`src/rtl/cpu_pkg.sv`:
```
// Shared encodings for the 8-bit accumulator CPU: opcodes, sequencer states
// and instruction field positions.
package cpu_pkg;

    localparam int I_BIT    = 7;
    localparam int OP_MSB   = 6;
    localparam int OP_LSB   = 4;
    localparam int ADDR_MSB = 3;
    localparam int ADDR_LSB = 0;

    localparam logic [2:0] OP_ADD = 3'b000;
    localparam logic [2:0] OP_SUB = 3'b001;
    localparam logic [2:0] OP_XOR = 3'b010;
    localparam logic [2:0] OP_SHL = 3'b011;
    localparam logic [2:0] OP_LDA = 3'b100;
    localparam logic [2:0] OP_JMP = 3'b101;
    localparam logic [2:0] OP_CMP = 3'b110;
    localparam logic [2:0] OP_HLT = 3'b111;

    // The numeric values are visible on the sc port, so they are fixed.
    typedef enum logic [2:0] {
        ST_FETCH0   = 3'd0,
        ST_FETCH1   = 3'd1,
        ST_DECODE   = 3'd2,
        ST_INDIRECT = 3'd3,
        ST_OPERAND  = 3'd4,
        ST_EXECUTE  = 3'd5,
        ST_HALT     = 3'd6,
        ST_IDLE     = 3'd7
    } state_t;

    // Register-only and jump instructions go straight from INDIRECT to EXECUTE.
    function automatic logic skips_operand(input logic [2:0] op);
        return (op == OP_SHL) || (op == OP_CMP) || (op == OP_JMP);
    endfunction

endpackage

```
`src/rtl/instr_sequencer.sv`:
```
// Fetch/decode/execute control stage of the accumulator CPU: owns PC, AR, IR,
// DR, AC and E, walks the state sequence and writes ALU results back into AC.
module instr_sequencer
    import cpu_pkg::*;
#(
    parameter int                ADDR_W   = 4,
    parameter int                DATA_W   = 8,
    parameter logic [ADDR_W-1:0] RESET_PC = '0
) (
    input  logic              CLK,
    input  logic              RST,
    input  logic              start,
    output logic [ADDR_W-1:0] mem_addr,
    input  logic [DATA_W-1:0] mem_rdata,
    output logic [2:0]        alu_sel,
    output logic [DATA_W-1:0] alu_ac,
    output logic [DATA_W-1:0] alu_dr,
    input  logic [DATA_W-1:0] alu_result,
    input  logic              alu_e,
    output logic [ADDR_W-1:0] pc,
    output logic [DATA_W-1:0] ac,
    output logic              e_flag,
    output logic [2:0]        sc,
    output logic              instr_done,
    output logic              halted
);

    state_t            state_reg;
    state_t            state_next;
    logic [ADDR_W-1:0] pc_reg;
    logic [ADDR_W-1:0] ar_reg;
    logic [DATA_W-1:0] ir_reg;
    logic [DATA_W-1:0] dr_reg;
    logic [DATA_W-1:0] ac_reg;
    logic              e_reg;
    logic [2:0]        opcode;

    assign opcode = ir_reg[OP_MSB:OP_LSB];

    always_ff @(posedge CLK) begin
        if (RST) begin
            state_reg <= ST_IDLE;
        end else begin
            state_reg <= state_next;
        end
    end

    always_comb begin
        state_next = state_reg;
        case (state_reg)
            ST_IDLE:     if (start) state_next = ST_FETCH0;
            ST_FETCH0:   state_next = ST_FETCH1;
            ST_FETCH1:   state_next = ST_DECODE;
            ST_DECODE:   state_next = (opcode == OP_HLT) ? ST_HALT : ST_INDIRECT;
            ST_INDIRECT: state_next = skips_operand(opcode) ? ST_EXECUTE : ST_OPERAND;
            ST_OPERAND:  state_next = ST_EXECUTE;
            ST_EXECUTE:  state_next = ST_FETCH0;
            ST_HALT:     state_next = ST_HALT;
            default:     state_next = ST_IDLE;
        endcase
    end

    always_comb begin
        sc         = state_reg;
        instr_done = (state_reg == ST_EXECUTE);
        halted     = (state_reg == ST_HALT);
        mem_addr   = ar_reg;
        alu_sel    = opcode;
        alu_ac     = ac_reg;
        alu_dr     = dr_reg;
        pc         = pc_reg;
        ac         = ac_reg;
        e_flag     = e_reg;
    end

    // Reset wins over everything, so an interrupted instruction leaves no trace.
    always_ff @(posedge CLK) begin
        if (RST) begin
            pc_reg <= RESET_PC;
            ar_reg <= '0;
            ir_reg <= '0;
            dr_reg <= '0;
            ac_reg <= '0;
            e_reg  <= 1'b0;
        end else begin
            case (state_reg)
                ST_FETCH0: ar_reg <= pc_reg;
                ST_FETCH1: begin
                    ir_reg <= mem_rdata;
                    pc_reg <= pc_reg + ADDR_W'(1);
                end
                ST_DECODE: ar_reg <= ir_reg[ADDR_MSB:ADDR_LSB];
                ST_INDIRECT: begin
                    if (ir_reg[I_BIT]) ar_reg <= mem_rdata[ADDR_MSB:ADDR_LSB];
                end
                ST_OPERAND: dr_reg <= mem_rdata;
                ST_EXECUTE: begin
                    case (opcode)
                        OP_ADD, OP_SUB, OP_SHL: begin
                            ac_reg <= alu_result;
                            e_reg  <= alu_e;
                        end
                        OP_XOR, OP_CMP: ac_reg <= alu_result;
                        OP_LDA:         ac_reg <= dr_reg;
                        OP_JMP:         pc_reg <= ar_reg;
                        default: ;
                    endcase
                end
                default: ;
            endcase
        end
    end

endmodule

```
`config.mk`:
```
export PLATFORM = sky130hd
export DESIGN_NAME = instr_sequencer
export DESIGN_NICKNAME = d
export VERILOG_FILES = /design/src/rtl/cpu_pkg.sv /design/src/rtl/instr_sequencer.sv
export SDC_FILE = /design/constraint.sdc
export NUM_CORES = 1
export LEC_CHECK = 0
export BUFFER_PORTS_ARGS = -buffer_cell sky130_fd_sc_hd__buf_2
export CAP_MARGIN = 10
export CORE_MARGIN = 3
export CORE_UTILIZATION = 30
export DETAILED_ROUTE_END_ITERATION = 8
export GPL_ROUTABILITY_DRIVEN = 1
export GPL_TIMING_DRIVEN = 0
export SYNTH_ARGS = -nofsm -noshare
export SYNTH_HDL_FRONTEND = slang
export SYNTH_SLANG_ARGS = --single-unit
```
`constraint.sdc`:
```
create_clock -name CLK -period 3.13 [get_ports CLK]
set_clock_uncertainty 0.2 [all_clocks]
set_input_delay 0.939 -clock CLK [delete_from_list [all_inputs] [get_ports CLK]]
set_output_delay 0.939 -clock CLK [all_outputs]
set_load 0.05 [all_outputs]
```
==> results of run 1 <==
==> per-stage QoR <==
| step | power (mW) | std cells | setup slack (ns) | hold slack, ns |
|---|---|---|---|---|
| finish | 1.39 | 348 | 0.305 | 0.258 |
| global route | 1.46 | 348 | 0.155 | 0.276 |
| CTS | 1.40 | 349 | 0.165 | 0.258 |
| detailed placement | 0.988 | 341 | 0.488 | 0.247 |
| global placement | 0.985 | 341 | 0.480 | 0.241 |
| floorplan | 0.883 | 210 | 0.0203 | 0.236 |
==> critical path, stage by stage (launching register included) <==
cell and delay (ns):
dfxtp_1 0.32, buf_2 0.33, nand3b_4 0.13, inv_1 0.14, buf_4 0.19, buf_2 0.28
==> placed cells by master (no fill, tap or decap), drive strengths merged, types with 3 or more instances in the layout <==
master | synthesis | routed
nand2 | 19 | 19
clkbuf | 5 | 10
dfxtp | 36 | 36
nand3 | 4 | 4
a211o | 3 | 3
buf | 24 | 82
nor2 | 9 | 9
nand2b | 3 | 3
nor3 | 3 | 3
mux2i | 14 | 14
o21ai | 4 | 4
o21bai | 3 | 3
inv | 6 | 6
nor4bb | 8 | 8
a211oi | 9 | 9
a21oi | 34 | 34
==> power by group <==
part / switching, mW / internal (mW)
clock: 0.179 / 0.236
sequential: 0.0349 / 0.494
combinational: 0.308 / 0.136
==> metal layers <==
layer,vias to the layer above,global-route usage
li1,881,-
met3,8,0.0412
met1,788,0.199
met2,57,0.215
met5,-,0
met4,0,0.0561
==> cell type report <==
type,count,area [µm²],area share
Inverter,6,22.5,0.00959
Clock inverter,3,42.5,0.0181
Timing Repair Buffer,59,295,0.126
Tap cell,72,90.1,0.0384
Multi-Input combinational cell,139,932,0.397
Sequential cell,36,721,0.307
Buffer,28,176,0.0751
Clock buffer,5,68.8,0.0293
==> path summary, 6_finish.rpt <==
check                           cells past startpoint          to       from
worst max-delay path                                5  instr_done      sc[2]
worst min-delay path                                2   ir_reg[1]  ir_reg[1]
worst max register to register                      4       ac[6]      sc[2]
worst min register to register                      2   ir_reg[1]  ir_reg[1]
==> cell families after synthesis <==
logic type,synth area share
AOI/OAI and AO/OA,0.220
adders and majority gates,0.0122
buffers and inverters,0.110
DFF,0.389
muxes,0.0757
and+or+nand+nor,0.193
==> what timing repair did <==
| item | 4_1_cts | 5_1_grt |
|---|---|---|
| resized for setup | 0 | 0 |
| setup endpoints to repair | 0 | 1 |
| hold buffers | 0 | 0 |
==> flow_metrics.py, run 1 <==
metrics = {
    "status": {
        "outcome": "complete, no violations",
    },
    "floorplanning": {
        "ios": 61,
        "start_util": 0.322,
        "die_h_um": 84.5,
        "rows": 27,
        "dieArea_um2": 7150,
        "die_w_um": 84.5,
        "coreArea_um2": 5740,
    },
    "route": {
        "drc": 0,
        "drt_pass1_iterations": 4,
        "postRouteAntennaNets": 0,
        "routed-wl-met3_um": 341,
        "wl_um": 5050,
        "post_drt_via_cell_ratio": 4.98,
        "wl_per_cell_um": 14.5,
        "dr_wl_met2_um": 2270,
        "drt_iter0_drc": 123,
        "top_layer": "met4",
        "vias": 1734,
        "m1WireLength_um": 2340,
    },
    "yosys": {
        "synth_common_cells": "dfxtp_1 (36), a21oi_1 (34), nand2_1 (19)",
        "syn_avg_cell_area_um2": 8.81,
        "synth-seq-area-share": 0.389,
        "synthArstFlopShare": 0,
        "yosysTopAreaCellShare": 0.389,
        "synth-edff-count": 0,
        "ys_ff_latch": 36,
        "yosys_most_used_dff": "dfxtp_1",
        "netlist_area_um2": 1850,
        "yosys-top-cells-area": "dfxtp_1 (39%), a21oi_1 (9.2%), mux2i_1 (7.6%)",
        "synth.distinct_cells": 45,
        "ys_warn_count": 0,
        "synthMostInstantiatedCell": "dfxtp_1",
        "yosys.area.top_type": "dfxtp_1",
        "syn_nets": 231,
        "synth_cells": 210,
    },
    "placement": {
        "portBuffers": 59,
        "place_hpwl_um": 3900,
        "routabilityCongestion": 0.820,
        "dpl_cell_area_um2": 2240,
    },
    "timing": {
        "fmax_mhz": 354,
        "slew_violations": 0,
        "min_period_ns": 2.83,
        "hold_viol_final": 0,
        "slew_headroom": 0.580,
        "finalCritPeriodShare": 0.903,
        "fin_setup_tns_ns": 0,
        "rsz0062_at_grt": "no",
        "setup_viol": 0,
        "worst_pin_slew_ns": 0.629,
    },
    "cells_and_area": {
        "drive_gt1_frac": 0.344,
        "synthToLayoutAreaGrowth_pct": 26.9,
        "nFillCells": 611,
        "fin_area_um2": 2350,
        "post-route-util": 0.409,
        "n_antenna_cell": 0,
        "fin_nets": 296,
    },
    "cts": {
        "cts_tree": "built",
        "clk_latency_ns": 0.29,
        "cts_buffers": 5,
        "root_buffer": "clkbuf_8",
        "h-tree-depth": 2,
        "post-cts-setup-buffers": 0,
        "clkSinkCount": 36,
        "clk_path_buf_depth": 2,
        "clkSlewWorstSetupHoldPaths_ns": 0.07,
    },
    "grt": {
        "gr-total-overflow": 0,
        "antenna_found_initial": 0,
        "grt_max_degree": 13,
        "grt_pass1_vias": 1635,
        "gr-usage-all-layers": 0.145,
        "grt_pass1_wl_um": 8310,
    },
    "hold_path": {
        "hold_path.class": "flip-flop to flip-flop",
    },
    "worst_setup_path": {
        "startpoint_type": "flip-flop",
        "worstPathRequired_ns": 1.99,
        "critical_path_class": "flip-flop to output port",
        "cp.arrival_ns": 1.69,
        "end_kind": "output port",
        "rrSetupSlack_ns": 1.30,
        "crit_fanout": 19,
    },
    "pwr": {
        "power_leakage_nw": 1.02,
        "ir_drop_mv": 0.251,
        "p_per_area_nw_per_um2": 590,
    },
    "flow_run": {
        "cap_violations": 0,
    },
}
No activity file was read; power rests on OpenSTA's default activity.
==> inputs of run 2 (changes only) <==
ABC_AREA = 1   (was not set)
==> flow_metrics.py, run 2 <==
metrics = {
    "status": {
        "outcome": "complete, no violations",
    },
    "yosys": {
        "yosysTopAreaCellShare": 0.425,
        "yosys.area.top_type": "dfxtp_1",
        "syn_nets": 265,
        "synthMuxAreaShare": 0,
        "ys_ff_latch": 36,
        "synthMostInstantiatedCell": "nand2_1",
        "synth_common_cells": "nand2_1 (58), dfxtp_1 (36), o21ai_0 (30)",
        "synthAdderAreaFrac": 0.00737,
        "netlist_area_um2": 1700,
        "synth-edff-count": 0,
        "synthSimpleGateAreaFrac": 0.264,
        "ys_warn_count": 0,
        "synth_top_family_by_area": "simple AND/OR/NAND/NOR gates",
        "synth-seq-area-share": 0.425,
        "synth-xor-area-share": 0.00516,
        "yosys-top-cells-area": "dfxtp_1 (42%), nand2_1 (13%), o21ai_0 (8.8%)",
        "synth_cells": 244,
        "synth.distinct_cells": 24,
        "syn_avg_cell_area_um2": 6.95,
        "synth_compound_area_frac": 0.181,
        "synthArstFlopShare": 0,
        "yosys_most_used_dff": "dfxtp_1",
    },
    "pwr": {
        "power_leakage_nw": 1.03,
        "ir_drop_mv": 0.171,
        "p_per_area_nw_per_um2": 584,
    },
    "hold_path": {
        "min_from": "ir_reg[2]",
        "whs_path_depth": 2,
        "hold_path.class": "flip-flop to flip-flop",
    },
    "cts": {
        "clkSinkCount": 36,
        "root_buffer": "clkbuf_8",
        "clkSlewWorstSetupHoldPaths_ns": 0.07,
        "clk_path_buf_depth": 2,
        "h-tree-depth": 2,
        "post-cts-setup-buffers": 0,
        "clk_latency_ns": 0.28,
        "cts_tree": "built",
        "cts_buffers": 5,
        "hold_buffers": 0,
        "cts.repair.resized": 0,
    },
    "worst_setup_path": {
        "crit_fanout": 8,
        "end_kind": "output port",
        "cp-startpoint": "sc[2]",
        "crit-reg2reg-launch": "sc[1]",
        "startpoint_type": "flip-flop",
        "rrSetupSlack_ns": 1.51,
        "reg2reg_depth": 5,
        "endpoint": "instr_done",
        "worstPathRequired_ns": 1.99,
        "critical_path_class": "flip-flop to output port",
        "cp.arrival_ns": 1.46,
        "timing.rr.end": "mem_addr[0]",
    },
    "route": {
        "drt_iter0_drc": 72,
        "drc": 0,
        "wl_um": 4200,
        "wl_per_cell_um": 11.0,
        "vias": 1690,
        "drt_pass1_iterations": 4,
        "post_drt_via_cell_ratio": 4.44,
        "postRouteAntennaNets": 0,
    },
    "cells_and_area": {
        "fin_nets": 331,
        "final_common_cell": "buf_2",
        "n_antenna_cell": 0,
        "mostFrequentLayoutCells": "buf_2 (62), nand2_1 (58), dfxtp_1 (36), o21ai_0 (30), a21oi_1 (26)",
        "drive_gt1_frac": 0.293,
        "fin_area_um2": 2170,
        "nFillCells": 603,
        "synthToLayoutAreaGrowth_pct": 27.9,
    },
    "grt": {
        "gr-total-overflow": 0,
        "grt_pass1_wl_um": 6710,
        "grt_max_degree": 11,
        "gr-usage-all-layers": 0.131,
        "grt_pass1_vias": 1501,
        "antenna_found_initial": 0,
    },
    "timing": {
        "min_period_ns": 2.60,
        "setup_slack_ns": 0.534,
        "slew_headroom": 0.691,
        "worst_pin_slew_ns": 0.461,
        "fin_setup_tns_ns": 0,
        "setup_viol": 0,
        "slew_violations": 0,
        "fmax_mhz": 385,
        "finalCritPeriodShare": 0.829,
        "rsz0062_at_grt": "no",
        "hold_viol_final": 0,
    },
    "floorplanning": {
        "rows": 26,
        "start_util": 0.320,
        "die_h_um": 81.2,
        "dieArea_um2": 6590,
        "ios": 61,
        "die_w_um": 81.2,
        "coreArea_um2": 5300,
    },
    "flow_run": {
        "cap_violations": 0,
    },
    "placement": {
        "dpl_cell_area_um2": 2080,
        "place_ws_ns": 0.805,
        "place_hpwl_um": 3400,
        "portBuffers": 59,
        "routabilityCongestion": 0.799,
    },
}
==> run 2: stage by stage <==
step / hold slack (ns) / total power [mW] / utilization / std cells
CTS: 0.267 / 1.29 / 0.409 / 381
detailed placement: 0.257 / 0.948 / 0.392 / 373
floorplan: 0.241 / 0.851 / - / 244
finish: 0.266 / 1.27 / 0.409 / 381
global route: 0.291 / 1.34 / 0.409 / 381
global placement: 0.257 / 0.945 / 0.392 / 373
==> run 2: report_power, final <==
part / leakage (nW) / internal [mW] / switching [mW] / total [mW]
Sequential: 0.293 / 0.498 / 0.0383 / 0.536
Combinational: 0.695 / 0.104 / 0.294 / 0.397
Clock: 0.0455 / 0.179 / 0.155 / 0.335
==> run 2: critical path: stages (launching register included) <==
cell and delay (ns):
dfxtp_1 0.52, nand2_2 0.12, nor2_2 0.21, buf_2 0.31
==> run 2: metal layers <==
metal  wire (µm)  GRT usage
met1        2020      0.165
met2        1880      0.210
met3         271     0.0455
met4          29     0.0355
met5           0          0
==> run 2: logic make-up after synthesis <==
group,count (synthesis)
compound gates,60
xor+xnor,1
fa+ha+maj,1
buf+inv,41
flops,36
simple gates,105
==> run 2: how the worst min path moves through the flow <==
stage | slack, ns | endpoint
after CTS | 0.27 | alu_dr[6]
final | 0.27 | ir_reg[2]
after detailed placement | 0.26 | alu_dr[6]
after global routing | 0.29 | ir_reg[1]
after global placement | 0.26 | ir_reg[2]
after floorplan | 0.24 | ir_reg[7]
==> run 2: layout make-up <==
class,count,area (µm²),share of cell area
Multi-Input combinational cell,167,777,0.358
Sequential cell,36,721,0.332
Timing Repair Buffer,59,295,0.136
Buffer,17,109,0.0502
Clock buffer,8,90.1,0.0415
Inverter,24,90.1,0.0415
Tap cell,70,87.6,0.0404
